[config.mk]
export PLATFORM = sky130hd
export DESIGN_NAME = conv_encoder_1_2
export DESIGN_NICKNAME = d
export VERILOG_FILES = /design/src/rtl/conv_pkg.sv /design/src/rtl/conv_encoder_1_2_parity.sv /design/src/rtl/conv_encoder_1_2.sv
export SDC_FILE = /design/constraint.sdc
export NUM_CORES = 1
export LEC_CHECK = 0
export ABC_AREA = 1
export BUFFER_PORTS_ARGS = -buffer_cell sky130_fd_sc_hd__buf_4
export CAP_MARGIN = 10
export CORE_AREA = 3 3 40 42
export CTS_BUF_LIST = sky130_fd_sc_hd__clkbuf_8 sky130_fd_sc_hd__clkbuf_16
export CTS_CLUSTER_DIAMETER = 200
export DETAILED_ROUTE_END_ITERATION = 8
export DIE_AREA = 0 0 43 45
export HOLD_SLACK_MARGIN = 0.1
export PLACE_DENSITY = 0.6
export SYNTH_ARGS = -nofsm -noshare
export SYNTH_HDL_FRONTEND = slang
export SYNTH_SLANG_ARGS = --single-unit
[constraint.sdc]
create_clock -name clk_i -period 1.1 [get_ports clk_i]
set_clock_uncertainty 0.15 [all_clocks]
set_input_delay 0.22 -clock clk_i [delete_from_list [all_inputs] [get_ports clk_i]]
set_output_delay 0.22 -clock clk_i [all_outputs]
set_load 0.01 [all_outputs]
[src/rtl/conv_pkg.sv]
// Shared constants and helpers for the rate-1/2 convolutional codec path.
// The Viterbi branch-metric unit reuses oct_to_mask so both ends agree on tap ordering.
package conv_pkg;

  localparam int unsigned DefaultK     = 7;
  localparam logic [15:0] DefaultG0Oct = 16'o171;
  localparam logic [15:0] DefaultG1Oct = 16'o133;

  // Octal digits read as binary; bit i of the result taps r[i], truncated to k bits.
  function automatic logic [15:0] oct_to_mask(input logic [15:0] oct, input int unsigned k);
    logic [15:0] mask;
    mask = '0;
    for (int unsigned i = 0; i < 16; i++) begin
      if (i < k) begin
        mask[i] = oct[i];
      end
    end
    return mask;
  endfunction

endpackage

[src/rtl/conv_encoder_1_2_parity.sv]
// One generator branch: AND the register vector with a constant mask and XOR-reduce.
module conv_encoder_1_2_parity #(
  parameter int unsigned K    = 7,
  parameter logic [K-1:0] Mask = '1
) (
  input  logic [K-1:0] r_i,
  output logic         parity_o
);

  assign parity_o = ^(r_i & Mask);

endmodule

[src/rtl/conv_encoder_1_2.sv]
// Rate-1/2 feed-forward convolutional encoder with seed-loadable state and a
// registered 2-bit code symbol per accepted information bit.
module conv_encoder_1_2
  import conv_pkg::*;
#(
  parameter int unsigned K      = DefaultK,
  parameter logic [15:0] G0_OCT = DefaultG0Oct,
  parameter logic [15:0] G1_OCT = DefaultG1Oct
) (
  input  logic         clk_i,
  input  logic         rst_ni,
  input  logic         seed_load_i,
  input  logic [K-2:0] seed_value_i,
  input  logic         in_valid_i,
  input  logic         in_bit_i,
  output logic         out_valid_o,
  output logic [1:0]   out_sym_o
);

  localparam int unsigned M = K - 1;

  localparam logic [15:0]  G0Full = oct_to_mask(G0_OCT, K);
  localparam logic [15:0]  G1Full = oct_to_mask(G1_OCT, K);
  localparam logic [K-1:0] G0Mask = G0Full[K-1:0];
  localparam logic [K-1:0] G1Mask = G1Full[K-1:0];

  logic [M-1:0] st_q, st_d;
  logic [1:0]   sym_q, sym_d;
  logic         valid_q, valid_d;
  logic [K-1:0] r;
  logic         par0, par1;

  // r[K-1] is the current input, st_q[M-1] the newest past bit.
  assign r = {in_bit_i, st_q};

  conv_encoder_1_2_parity #(
    .K    (K),
    .Mask (G0Mask)
  ) u_parity_g0 (
    .r_i      (r),
    .parity_o (par0)
  );

  conv_encoder_1_2_parity #(
    .K    (K),
    .Mask (G1Mask)
  ) u_parity_g1 (
    .r_i      (r),
    .parity_o (par1)
  );

  always_comb begin
    st_d    = st_q;
    sym_d   = sym_q;
    valid_d = 1'b0;
    if (seed_load_i) begin
      st_d = seed_value_i;
    end else if (in_valid_i) begin
      sym_d   = {par0, par1};
      st_d    = {in_bit_i, st_q[M-1:1]};
      valid_d = 1'b1;
    end
  end

  always_ff @(posedge clk_i or negedge rst_ni) begin
    if (!rst_ni) begin
      st_q    <= '0;
      sym_q   <= 2'b00;
      valid_q <= 1'b0;
    end else begin
      st_q    <= st_d;
      sym_q   <= sym_d;
      valid_q <= valid_d;
    end
  end

  assign out_valid_o = valid_q;
  assign out_sym_o   = sym_q;

endmodule

* Word level (Yosys, flattened, before mapping) *
Index checks and enable logic that the tools add are counted.

operators by class
  multiplexer cells = 4
  bitwise logic cells = 1
  reduce and logical (&&, ||, !) cells = 4

operator list
  kind                number
  $reduce_xor A7 Y1   2
  $mux W6             2
  $mux W1             2
  $reduce_and A2 Y1   1
  $reduce_bool A2 Y1  1
  $not A1 Y1          1

storage, ports and cells
  register bits after elaboration = 9
  input port bits = 11

* Logic depth before layout (Yosys ltp) *
Gate-level depths: netlist of the first run.

  word-level depth = 2
  gate-level depth with buffers = 7

* By module *
From an unflattened synthesis of the first run, not the netlist that was laid out.

unflattened totals
  cells, all modules = 75
  area total of the unflattened synthesis = 544.3 µm²

by module, submodules not included
  module                                 times used  cells each  area each (µm²)  seq. area each (µm²)
  conv_encoder_1_2                       1           46          409.1            225.2
  conv_encoder_1_2_parity (u_parity_g0)  1           15          70.1             0.0
  conv_encoder_1_2_parity (u_parity_g1)  1           14          65.1             0.0

* Worst setup path after synthesis of the first run *
OpenSTA, ideal clock, no wires.

  path kind = register to register
  start = register st_q[0]
  end = register sym_q[0], in the netlist out_sym_o[0]
  data arrival time = 0.781 ns
  data required time = 0.833 ns
  path slack = 0.052 ns
  cell stages (with the launch flop) = 7
  clock period less this slack = 1.048 ns
  cells stage by stage = dfrtp_1 nand2_1 nand3_2 nand2_1 nand2_1 nand3_1 nand2_1

on the way
  longest elaborated chain between the ends = 1

ends and longest elaborated chain
  element                 RTL line                       source
  start, declared         conv_encoder_1_2.sv:27         logic [M-1:0] st_q, st_d;
  start signal, assigned  conv_encoder_1_2.sv:71         st_q <= st_d;
  $reduce_xor A7 Y1       conv_encoder_1_2_parity.sv:10  assign parity_o = ^(r_i & Mask);
  end signal, assigned    conv_encoder_1_2.sv:72         sym_q <= sym_d;
  end, declared           conv_encoder_1_2.sv:28         logic [1:0] sym_q, sym_d;

No other way between the ends.
A chain may end at the register's enable or synchronous reset.

* Worst setup path in the final report of the first run *
  start = register st_q[3]
  end = register sym_q[0], in the netlist out_sym_o[0]

Same word-level chain as after synthesis.

==> results of run 1 <==
-- through the flow --
stage / instances / worst slack (ps) / total power, mW / utilization [%] / instance area [um2]
finish: 104 / -44.8 / 1.04 / 59.9 / 769
detailed placement: 92 / -25.3 / 0.638 / 48.6 / 624
global placement: 92 / -20.0 / 0.633 / 48.6 / 624
CTS: 104 / -20.9 / 1.04 / 59.1 / 759
global route: 104 / -123 / 1.11 / 59.9 / 769
floorplan: 63 / 51.9 / 0.539 / - / 504
-- what timing repair did --
action | in CTS | in global routing
pin swaps | 1 | 1
setup endpoints to repair | 4 | 6
hold buffers | 7 | 0
gates resized for setup | 3 | 4
buffers inserted | 1 | 0
endpoints found under the hold margin | 15 | 0
-- per-layer routing --
metal  vias to the layer above  track usage [%]  wire length [um]
met4                         0             9.04                35
met2                        13             25.7               592
met3                         5             4.78                74
met5                         -                0                 0
met1                       218             16.7               498
li1                        254                -                 -
-- cell usage in the layout, fill, tap and decap left out --
cell            instances
nand3_2                 3
nor2_8                  1
buf_6                   2
nor2_2                  1
xnor2_1                 1
clkbuf_8                3
buf_4                  14
inv_4                   1
dlymetal6s4s_1          2
o211ai_1                5
nand2_2                 3
inv_1                   6
nand3_1                 6
inv_2                   2
nand2_1                25
dlygate4sd3_1           5
dfrtp_1                 9
-- registers in the layout (all words and copies together) (netlist names) --
name	cells
st_q	6
out_sym_o	2
out_valid_o	1
-- power groups by stage --
stage | combinational (mW) | clock [mW] | sequential, mW
after floorplan | 0.128 | 0 | 0.412
after global placement | 0.226 | 0 | 0.407
after detailed placement | 0.229 | 0 | 0.409
after CTS | 0.266 | 0.366 | 0.408
after global routing | 0.302 | 0.389 | 0.415
final | 0.269 | 0.361 | 0.410
-- worst max-delay path, stage by stage (launching register included) --
cell	delay (ps)
dfrtp_1	420
inv_2	100
nand2_2	70
nand3_1	90
nand3_1	80
nand3_1	80
nand2_1	50
-- cell families (layout without fill, tap and decap cells) --
| group | count (synthesis) | after routing | synth area share (%) |
|---|---|---|---|
| xor gates and xnor gates | 1 | 1 | 1.74 |
| buffers and inverters | 9 | 35 | 8.69 |
| and+or+nand+nor | 39 | 39 | 37.5 |
| DFF | 9 | 9 | 44.7 |
| AOI/OAI and AO/OA | 5 | 5 | 7.44 |
-- cell type report --
type / count / area (um2) / area share [%]
Clock buffer: 3 / 41.3 / 5.37
Clock inverter: 1 / 3.75 / 0.488
Inverter: 8 / 32.5 / 4.23
Multi-Input combinational cell: 45 / 245 / 31.9
Sequential cell: 9 / 225 / 29.3
Tap cell: 15 / 18.8 / 2.44
Timing Repair Buffer: 23 / 203 / 26.3
-- how the worst max path moves through the flow --
| stage | from | endpoint | slack, ps | cells after the start |
|---|---|---|---|---|
| detailed placement | st_q[3]$_DFFE_PN0P_ | out_sym_o[1]$_DFFE_PN0P_ | -30 | 6 |
| global route | st_q[3]$_DFFE_PN0P_ | out_sym_o[1]$_DFFE_PN0P_ | -120 | 7 |
| finish | st_q[3]$_DFFE_PN0P_ | out_sym_o[0]$_DFFE_PN0P_ | -40 | 6 |
| global placement | st_q[4]$_DFFE_PN0P_ | out_sym_o[1]$_DFFE_PN0P_ | -20 | 4 |
| CTS | st_q[3]$_DFFE_PN0P_ | out_sym_o[1]$_DFFE_PN0P_ | -20 | 6 |
| floorplan | st_q[0]$_DFFE_PN0P_ | out_sym_o[0]$_DFFE_PN0P_ | 50 | 6 |
==> qor.log, run 1 <==
INFO  yosys          yosysTopAreaCellShare=44.7%
INFO  worst_setup_path timing.rr.start=st_q[3]$_DFFE_PN0P_
INFO  worst_setup_path internal_reg_to_reg_setup_slack=-40ps
INFO  power_and_ir_drop power.internal=0.757mW
INFO  yosys          synth_async_sr_flop_share=100%
INFO  cells_and_area area_growth=52.6%
INFO  yosys          post-synth-top-area-cell=dfrtp_1
INFO  floorplan      core=1280um2
INFO  clocking       clock-root-buffer=clkbuf_8
INFO  sta            relSlewSlack=82.5%
INFO  route          drt_first_pass_iters=4
INFO  power_and_ir_drop comb_power_share=25.9%
INFO  cells_and_area antennaDiodeCount=0
INFO  floorplan      die_y=45um
INFO  route          vias_per_cell=4.71
INFO  worst_hold_path timing.hold.worst_endpoint=out_valid_o$_DFF_PN0_
INFO  global_routing grt_antenna_before_repair=0
INFO  route          drt_iter0_drc=8
INFO  global_routing grt_usage=15.2%
INFO  yosys          synth_cell_types=13
INFO  worst_hold_path min_path_type=in -> reg
INFO  power_and_ir_drop p_sw_share=27.2%
INFO  sta            rsz0062_at_grt=true
INFO  cells_and_area drive_gt1_share=33.7%
INFO  yosys          mappedNetlistArea=504um2
INFO  yosys          synth_cells=63
INFO  yosys          synth.top_cells.by_area=dfrtp_1 (45%), nand2_1 (20%), o211ai_1 (7.4%), nand3_1 (6.9%), nand3_2 (4.0%)
INFO  sta            post-route-period-util=104%
INFO  floorplan      pin_count=14
INFO  outcome        run_status=finished, violations left
INFO  sta            finalWorstSetupSlack=-44.8ps
INFO  worst_setup_path critical_path_class=reg -> reg
INFO  yosys          synth_edf_count=0
INFO  worst_setup_path timing.critical_path.to_type=flop
INFO  sta            worst_margin_slew=263ps
INFO  clocking       cts_tree=built
INFO  place          place.gp.congestion=0.732
INFO  yosys          yosys_warnings=0
INFO  route          wl_per_cell=11.5um
INFO  sta            timing.final.hold_violations=0
INFO  yosys          ys_seq_elements=9
INFO  route          ant_nets=0
INFO  floorplan      num_rows=13
INFO  place          place.port_buffers=13
INFO  worst_hold_path holdPathStages=2
INFO  power_and_ir_drop p_sw=0.283mW
INFO  power_and_ir_drop worst_vdd_drop=0.000790V
INFO  sta            setup-violations-final=4
INFO  power_and_ir_drop powerDensity=1350nW/um2
INFO  power_and_ir_drop seqPwrFrac=39.4%
INFO  worst_setup_path required=1070ps
INFO  outcome        violated_checks=negative setup slack
INFO  route          detail_route.drc_violations=0
INFO  sta            slew_violations=0
INFO  sta            period_needed=1140ps
INFO  global_routing via_count_of_the_first_global_routing_pass=492
INFO  global_routing grt_pass1_wl=2.07mm
INFO  floorplan      initial_core_util=39.2%
INFO  cells_and_area fillCellCount=117
INFO  global_routing globalRoute.totalOverflow=0
INFO  sta            hold_ws=118ps
INFO  yosys          synthesis.area_per_instance=8.00um2
INFO  yosys          synth_common_cells=nand2_1 (27), dfrtp_1 (9), nand3_1 (7)
INFO  clocking       htreeDepth=1
INFO  job            max_cap_viol_count=0
INFO  cells_and_area fin_nets=101
INFO  route          wirelength=1.20mm
INFO  sta            finalSetupTns=-100ps
INFO  worst_setup_path element_type_at_the_critical_path_start=flop
INFO  place          dp_hpwl=840um
INFO  worst_hold_path hold_path.startpoint=seed_load_i
INFO  yosys          synthFlopType=dfrtp_1
INFO  clocking       clkSlewWorstSetupHoldPaths=40ps
INFO  power_and_ir_drop clock_power_share=34.7%
INFO  clocking       cts_buffers=3
INFO  floorplan      design.die.area=1940um2
INFO  clocking       max-clock-path-buffers=2
INFO  global_routing pin_count_of_the_biggest_net_entering_global_routing=10
INFO  sta            max_clock_freq=0.874GHz
INFO  yosys          synthMostInstantiatedCell=nand2_1
INFO  yosys          net_count_after_synthesis=74
INFO  worst_setup_path reg2regPathDepth=6
INFO  yosys          synth.yosys.seq_area_share=44.7%
INFO  floorplan      die_width=43um
INFO  worst_setup_path worstReg2RegEnd=out_sym_o[0]$_DFFE_PN0P_
INFO  worst_setup_path path_max_fanout=4
INFO  clocking       clk-insertion-delay-late=230ps
INFO  worst_setup_path worst_ep_arrival_time=1110ps
INFO  clocking       clock_sink_count=9
INFO  power_and_ir_drop leakage=0.410nW
INFO  route          routed-via-count=490
(Power assumes the default switching activity.)
==> run 2: changes to the inputs <==
--- a/config.mk
+++ b/config.mk
@@ -15,6 +15,7 @@
 export DIE_AREA = 0 0 43 45
 export HOLD_SLACK_MARGIN = 0.1
 export PLACE_DENSITY = 0.6
+export REMOVE_ABC_BUFFERS = 1
 export SYNTH_ARGS = -nofsm -noshare
 export SYNTH_HDL_FRONTEND = slang
 export SYNTH_SLANG_ARGS = --single-unit
==> run 2 against run 1 <==
The run still ends with negative setup slack left. Hold slack is essentially flat. Sequential power is essentially flat. Register-to-register slack gained 20 ps. Design area grew 1.5%. Die area is the same. Largest cell class unchanged.
==> qor.log, run 2 (synthesized netlist as in run 1, its figures left out) <==
INFO  cells_and_area antennaDiodeCount=0
INFO  sta            max_clock_freq=0.889GHz
INFO  worst_setup_path required=1070ps
INFO  clocking       clk-insertion-delay-late=230ps
INFO  global_routing groute.layer.met3.usage=3.59%
INFO  global_routing grt_pass1_wl=1.95mm
INFO  sta            setup-violations-final=3
INFO  worst_hold_path min_path_type=in -> reg
INFO  worst_setup_path internal_reg_to_reg_setup_slack=-30ps
INFO  cells_and_area multiInputGateArea=250um2
INFO  clocking       cts_buffers=3
INFO  clocking       cts_tree=built
INFO  cells_and_area largest_register=st_q
INFO  cells_and_area seqCellArea=225um2
INFO  place          place.port_buffers=13
INFO  worst_hold_path hold_path.startpoint=seed_load_i
INFO  route          detail_route.drc_violations=0
INFO  sta            finalWorstSetupSlack=-25.3ps
INFO  sta            period_needed=1130ps
INFO  global_routing grtUsageMet1=17.2%
INFO  worst_setup_path timing.rr.start=st_q[0]$_DFFE_PN0P_
INFO  power_and_ir_drop powerDensity=1360nW/um2
INFO  global_routing pin_count_of_the_biggest_net_entering_global_routing=10
INFO  route          drt_first_pass_iters=2
INFO  power_and_ir_drop worst_vdd_drop=0.000945V
INFO  sta            timing.final.hold_violations=0
INFO  place          dp_hpwl=831um
INFO  clocking       clock-root-buffer=clkbuf_8
INFO  worst_setup_path path_max_fanout=4
INFO  floorplan      die_width=43um
INFO  sta            post-route-period-util=102%
INFO  sta            slew_violations=0
INFO  floorplan      core=1280um2
INFO  route          wirelength=1.16mm
INFO  cells_and_area layout.cells.most_common=nand2_1
INFO  route          routed-via-count=472
INFO  route          vias_per_cell=4.50
INFO  floorplan      die_y=45um
INFO  floorplan      design.die.area=1940um2
INFO  worst_setup_path timing.critical_path.to_type=flop
INFO  clocking       clkSlewWorstSetupHoldPaths=50ps
INFO  clocking       max-clock-path-buffers=2
INFO  global_routing grt_busiest_layer=met2
INFO  cells_and_area largest_register_ffs=6
INFO  global_routing grt_antenna_before_repair=0
INFO  route          wl_per_cell=11.1um
INFO  floorplan      num_rows=13
INFO  sta            relSlewSlack=83.3%
INFO  sta            rsz0062_at_grt=true
INFO  cells_and_area drive_gt1_share=35.6%
INFO  global_routing met2_usage=23.1%
INFO  power_and_ir_drop leakage=0.401nW
INFO  place          placement.cell_area=624um2
INFO  job            max_cap_viol_count=0
INFO  worst_setup_path crit_path_start=st_q[0]$_DFFE_PN0P_
INFO  global_routing globalRoute.totalOverflow=0
INFO  sta            hold_ws=119ps
INFO  route          ant_nets=0
INFO  outcome        run_status=finished, violations left
INFO  cells_and_area area_growth=54.8%
INFO  cells_and_area fin_nets=102
INFO  worst_setup_path element_type_at_the_critical_path_start=flop
INFO  outcome        violated_checks=negative setup slack
INFO  sta            worst_margin_slew=251ps
INFO  route          drt_iter0_drc=6
INFO  floorplan      pin_count=14
INFO  floorplan      initial_core_util=39.2%
INFO  global_routing grt_usage=14.1%
INFO  cells_and_area final_design_area_excluding_fillers=781um2
INFO  cells_and_area layout.cells.non_filler=105
INFO  place          place.gp.congestion=0.731
INFO  global_routing via_count_of_the_first_global_routing_pass=455
INFO  clocking       htreeDepth=1
INFO  worst_setup_path worst_ep_arrival_time=1090ps
INFO  cells_and_area final_cell_mix=nand2_1 (25), buf_4 (14), dfrtp_1 (9), dlygate4sd3_1 (7), inv_1 (6)
INFO  place          placed_cells_incl_taps=92
INFO  worst_setup_path critical_path_class=reg -> reg
INFO  clocking       clock_sink_count=9
INFO  cells_and_area fillCellCount=119
## run 2: changes by cell type in the layout (fill, tap and decap cells not counted)
| cell | change |
|---|---|
| dlygate4sd3_1 | +2 |
| buf_6 | +1 |
| nand3_1 | -1 |
| dlymetal6s4s_1 | -2 |
| nand3_2 | +1 |
## run 2: through the flow
step	setup WS, ps	utilization [%]	TNS, ps	power (mW)
after floorplan	51.9	-	0	0.531
after global placement	-17.5	48.6	-17.5	0.633
after detailed placement	-31.1	48.6	-48.7	0.636
after CTS	-31.9	60.5	-72.2	1.07
after global routing	-106	60.8	-296	1.13
final	-25.3	60.8	-59.1	1.06
## run 2: final timing paths
kind,end,cells past startpoint
worst max-delay path,out_sym_o[1]$_DFFE_PN0P_,6
worst min-delay path,out_valid_o$_DFF_PN0_,2
worst max register to register,out_sym_o[1]$_DFFE_PN0P_,6
worst min register to register,out_sym_o[1]$_DFFE_PN0P_,2
max in group asynchronous,st_q[4]$_DFFE_PN0P_,2
min in group asynchronous,st_q[5]$_DFFE_PN0P_,2
## run 2: what timing repair did
item                       in CTS  in global routing
hold buffers                    7                  0
gates resized for setup         6                  1
buffers inserted                2                  0
gates cloned                    0                  0
hold endpoints to repair       15                  0
pin swaps                       2                  1
setup endpoints to repair       4                  6
## run 2: power by group
part | internal [mW] | switching (mW) | leakage, nW | total, mW
sequential | 0.373 | 0.0359 | 0.110 | 0.409
clock | 0.243 | 0.131 | 0.0269 | 0.374
combinational | 0.148 | 0.129 | 0.264 | 0.277
## run 2: area by class of cell
| class | instances | share of cell area, % |
|---|---|---|
| clock buffers | 3 | 5.29 |
| clock inverters | 1 | 0.481 |
| inverters | 8 | 4.17 |
| multi-input cells | 45 | 32.1 |
| flip-flops and latches | 9 | 28.8 |
| well taps | 15 | 2.40 |
| repair buffers | 24 | 26.8 |
## run 2: layer usage
| metal | up-vias | wire length (um) |
|---|---|---|
| li1 | 254 | - |
| met1 | 210 | 553 |
| met2 | 8 | 557 |
| met3 | 0 | 50 |
| met4 | 0 | 0 |
| met5 | - | 0 |
## run 2: worst max-delay path, cell delays in order, from the launching register on
cell and delay (ps):
dfrtp_1 420, nand2_1 140, nand3_2 90, nand2_1 70, nand2_1 40, nand3_1 60, nand2_1 50
==> run 3: changes to the inputs <==
--- a/config.mk
+++ b/config.mk
@@ -8,14 +8,15 @@
 export ABC_AREA = 1
 export BUFFER_PORTS_ARGS = -buffer_cell sky130_fd_sc_hd__buf_4
 export CAP_MARGIN = 10
-export CORE_AREA = 3 3 40 42
+export CORE_AREA = 2 2 39 41
 export CTS_BUF_LIST = sky130_fd_sc_hd__clkbuf_8 sky130_fd_sc_hd__clkbuf_16
 export CTS_CLUSTER_DIAMETER = 200
 export DETAILED_ROUTE_END_ITERATION = 8
-export DIE_AREA = 0 0 43 45
+export DIE_AREA = 0 0 41 43
 export HOLD_SLACK_MARGIN = 0.1
 export PLACE_DENSITY = 0.6
 export REMOVE_ABC_BUFFERS = 1
+export SETUP_SLACK_MARGIN = 0.3
 export SYNTH_ARGS = -nofsm -noshare
 export SYNTH_HDL_FRONTEND = slang
 export SYNTH_SLANG_ARGS = --single-unit
==> run 3 against run 2 <==
The flow still finishes with violations (negative setup slack). Design area decreased by 9.3%. Non-clock buffer count decreased by 7. Combinational power decreased by 7.2%. Routed wire length down 4.0%. Critical path depth increased by 1. Final cell count decreased by 5.7%. Hold slack worse by 59 ps. Clock power is 1% higher. Highest routed layer unchanged.
==> qor.log, run 3 (synthesized netlist as in run 1, its figures left out) <==
INFO  clocking       clkSlewWorstSetupHoldPaths=50ps
INFO  worst_setup_path crit_path_start=st_q[3]$_DFFE_PN0P_
INFO  worst_hold_path min_path_type=in -> reg
INFO  cells_and_area antennaDiodeCount=0
INFO  clocking       clk-insertion-delay-late=240ps
INFO  worst_setup_path reg2regPathDepth=7
INFO  sta            hold_ws=59.7ps
INFO  cells_and_area largest_register=st_q
INFO  floorplan      core=1380um2
INFO  power_and_ir_drop worst_vdd_drop=0.000741V
INFO  sta            rsz0062_at_grt=true
INFO  cells_and_area area_growth=40.4%
INFO  floorplan      design.die.area=1760um2
INFO  sta            finalWorstSetupSlack=-45.3ps
INFO  floorplan      initial_core_util=36.4%
INFO  route          vias_per_cell=4.81
INFO  place          dp_hpwl=842um
INFO  sta            relSlewSlack=82.9%
INFO  worst_setup_path crit_path_top_delay_cell=dfrtp_1
INFO  clocking       clock-root-buffer=clkbuf_8
INFO  floorplan      pin_count=14
INFO  route          detail_route.drc_violations=0
INFO  outcome        run_status=finished, violations left
INFO  cells_and_area layout.cells.most_common=nand2_1
INFO  floorplan      die_width=41um
INFO  route          drt_iter0_drc=1
INFO  cells_and_area multiInputGateArea=240um2
INFO  worst_setup_path timing.critical_path.to_type=flop
INFO  place          place.gp.congestion=0.755
INFO  worst_setup_path worst_ep_arrival_time=1120ps
INFO  clocking       cts_buffers=3
INFO  clocking       cts.hold.buffers_added=1
INFO  worst_setup_path element_type_at_the_critical_path_start=flop
INFO  sta            finalSetupTns=-95.8ps
INFO  global_routing grt_pass1_wl=1.90mm
INFO  floorplan      num_rows=14
INFO  global_routing globalRoute.totalOverflow=0
INFO  power_and_ir_drop p_total=1.04mW
INFO  route          routed-via-count=476
INFO  clocking       max-clock-path-buffers=2
INFO  global_routing via_count_of_the_first_global_routing_pass=441
INFO  worst_setup_path critPathMaxStageDelay=400ps
INFO  cells_and_area fin_nets=95
INFO  sta            post-route-period-util=104%
INFO  worst_setup_path internal_reg_to_reg_setup_slack=-50ps
INFO  worst_setup_path worstReg2RegEnd=out_sym_o[0]$_DFFE_PN0P_
INFO  place          place.port_buffers=13
INFO  worst_setup_path critical_path_class=reg -> reg
INFO  route          wirelength=1.11mm
INFO  job            max_cap_viol_count=0
INFO  route          ant_nets=0
INFO  sta            timing.final.hold_violations=0
INFO  worst_setup_path timing.rr.start=st_q[3]$_DFFE_PN0P_
INFO  floorplan      die_y=43um
INFO  clocking       clock_sink_count=9
INFO  clocking       htreeDepth=1
INFO  route          wl_per_cell=11.3um
INFO  cells_and_area final_cell_mix=nand2_1 (27), buf_4 (12), dfrtp_1 (9), nand3_1 (6)
INFO  power_and_ir_drop leakage=0.367nW
INFO  sta            max_clock_freq=0.873GHz
INFO  worst_setup_path cp_common_cell=nand2_1
INFO  sta            period_needed=1150ps
INFO  outcome        violated_checks=negative setup slack
INFO  sta            setup-violations-final=4
INFO  clocking       cts_tree=built
INFO  cells_and_area fillCellCount=152
INFO  worst_setup_path path_max_fanout=4
INFO  cells_and_area seqCellArea=225um2
INFO  cells_and_area drive_gt1_share=37.3%
INFO  global_routing pin_count_of_the_biggest_net_entering_global_routing=10
INFO  sta            worst_margin_slew=257ps
INFO  worst_setup_path cp-endpoint=out_sym_o[0]$_DFFE_PN0P_
INFO  sta            slew_violations=0
INFO  global_routing grt_usage=17.0%
INFO  power_and_ir_drop powerDensity=1470nW/um2
INFO  global_routing grt_antenna_before_repair=0
INFO  worst_setup_path crit_chain=inv_2, nand2_1, nand3_1, nand2_1, nand2_1, nand3_1, nand2_1
INFO  worst_setup_path required=1070ps
INFO  route          drt_first_pass_iters=4
INFO  cells_and_area largest_register_ffs=6
==> run 3: cell types whose count changed in the layout (fill, tap and decap cells not counted) <==
cell / previous run / this run
dlygate4sd3_1: 7 / 1
nand3_2: 4 / 3
nand2_2: 3 / 1
inv_2: 2 / 5
buf_4: 14 / 12
nand2_1: 25 / 27
buf_6: 3 / 4
nand3_1: 5 / 6
inv_1: 6 / 3
==> run 3: cell type report <==
type	instances	share of cell area [%]
Multi-Input combinational cell	45	33.9
Clock buffer	3	5.83
Timing Repair Buffer	17	20.5
Sequential cell	9	31.8
Tap cell	16	2.83
Clock inverter	1	0.530
Inverter	8	4.59
==> run 3: repair_timing <==
action                     CTS  global route
hold endpoints to repair    16             6
pin swaps                    4             3
setup endpoints to repair   11            11
resized for setup            6             2
buffers inserted             1             0
==> run 3: worst min path at each step <==
stage / from / to / slack, ps / cells after the start
after floorplan: rst_ni / out_sym_o[0]$_DFFE_PN0P_ / -230 / 0
after CTS: seed_value_i[1] / st_q[1]$_DFFE_PN0P_ / 60 / 3
after global routing: seed_value_i[1] / st_q[1]$_DFFE_PN0P_ / 60 / 3
after global placement: rst_ni / st_q[2]$_DFFE_PN0P_ / -100 / 1
final: seed_value_i[1] / st_q[1]$_DFFE_PN0P_ / 60 / 3
after detailed placement: rst_ni / st_q[2]$_DFFE_PN0P_ / -100 / 1
==> run 3: worst max-delay path: cells and delay by family, from the launching register on <==
| family | cells | cell delay, ps |
|---|---|---|
| buffers and inverters | 1 | 70 |
| flip-flops | 1 | 400 |
| AND/OR/NAND/NOR | 6 | 400 |
==> run 3: stage by stage <==
step	utilization (%)	worst slack, ps	area [um2]	instances
finish	51.2	-45.3	708	99
global route	51.2	-118	708	99
CTS	50.8	-32.6	703	99
detailed placement	45.2	-30.2	626	93
global placement	45.2	-10.8	626	93
floorplan	-	51.9	493	62
==> run 3: per-layer routing <==
layer	vias up	wire [um]	track usage (%)	share of wire [%]
met5	-	0	0	0
met4	0	0	10.0	0
met3	0	65	7.85	5.8
met2	13	569	24.7	51
met1	220	479	19.5	43
li1	243	-	-	-
==> run 3: power breakdown <==
part	switching, mW	leakage [nW]	total (mW)	internal (mW)
clock	0.134	0.0269	0.378	0.243
sequential	0.0352	0.110	0.408	0.373
combinational	0.124	0.230	0.257	0.133
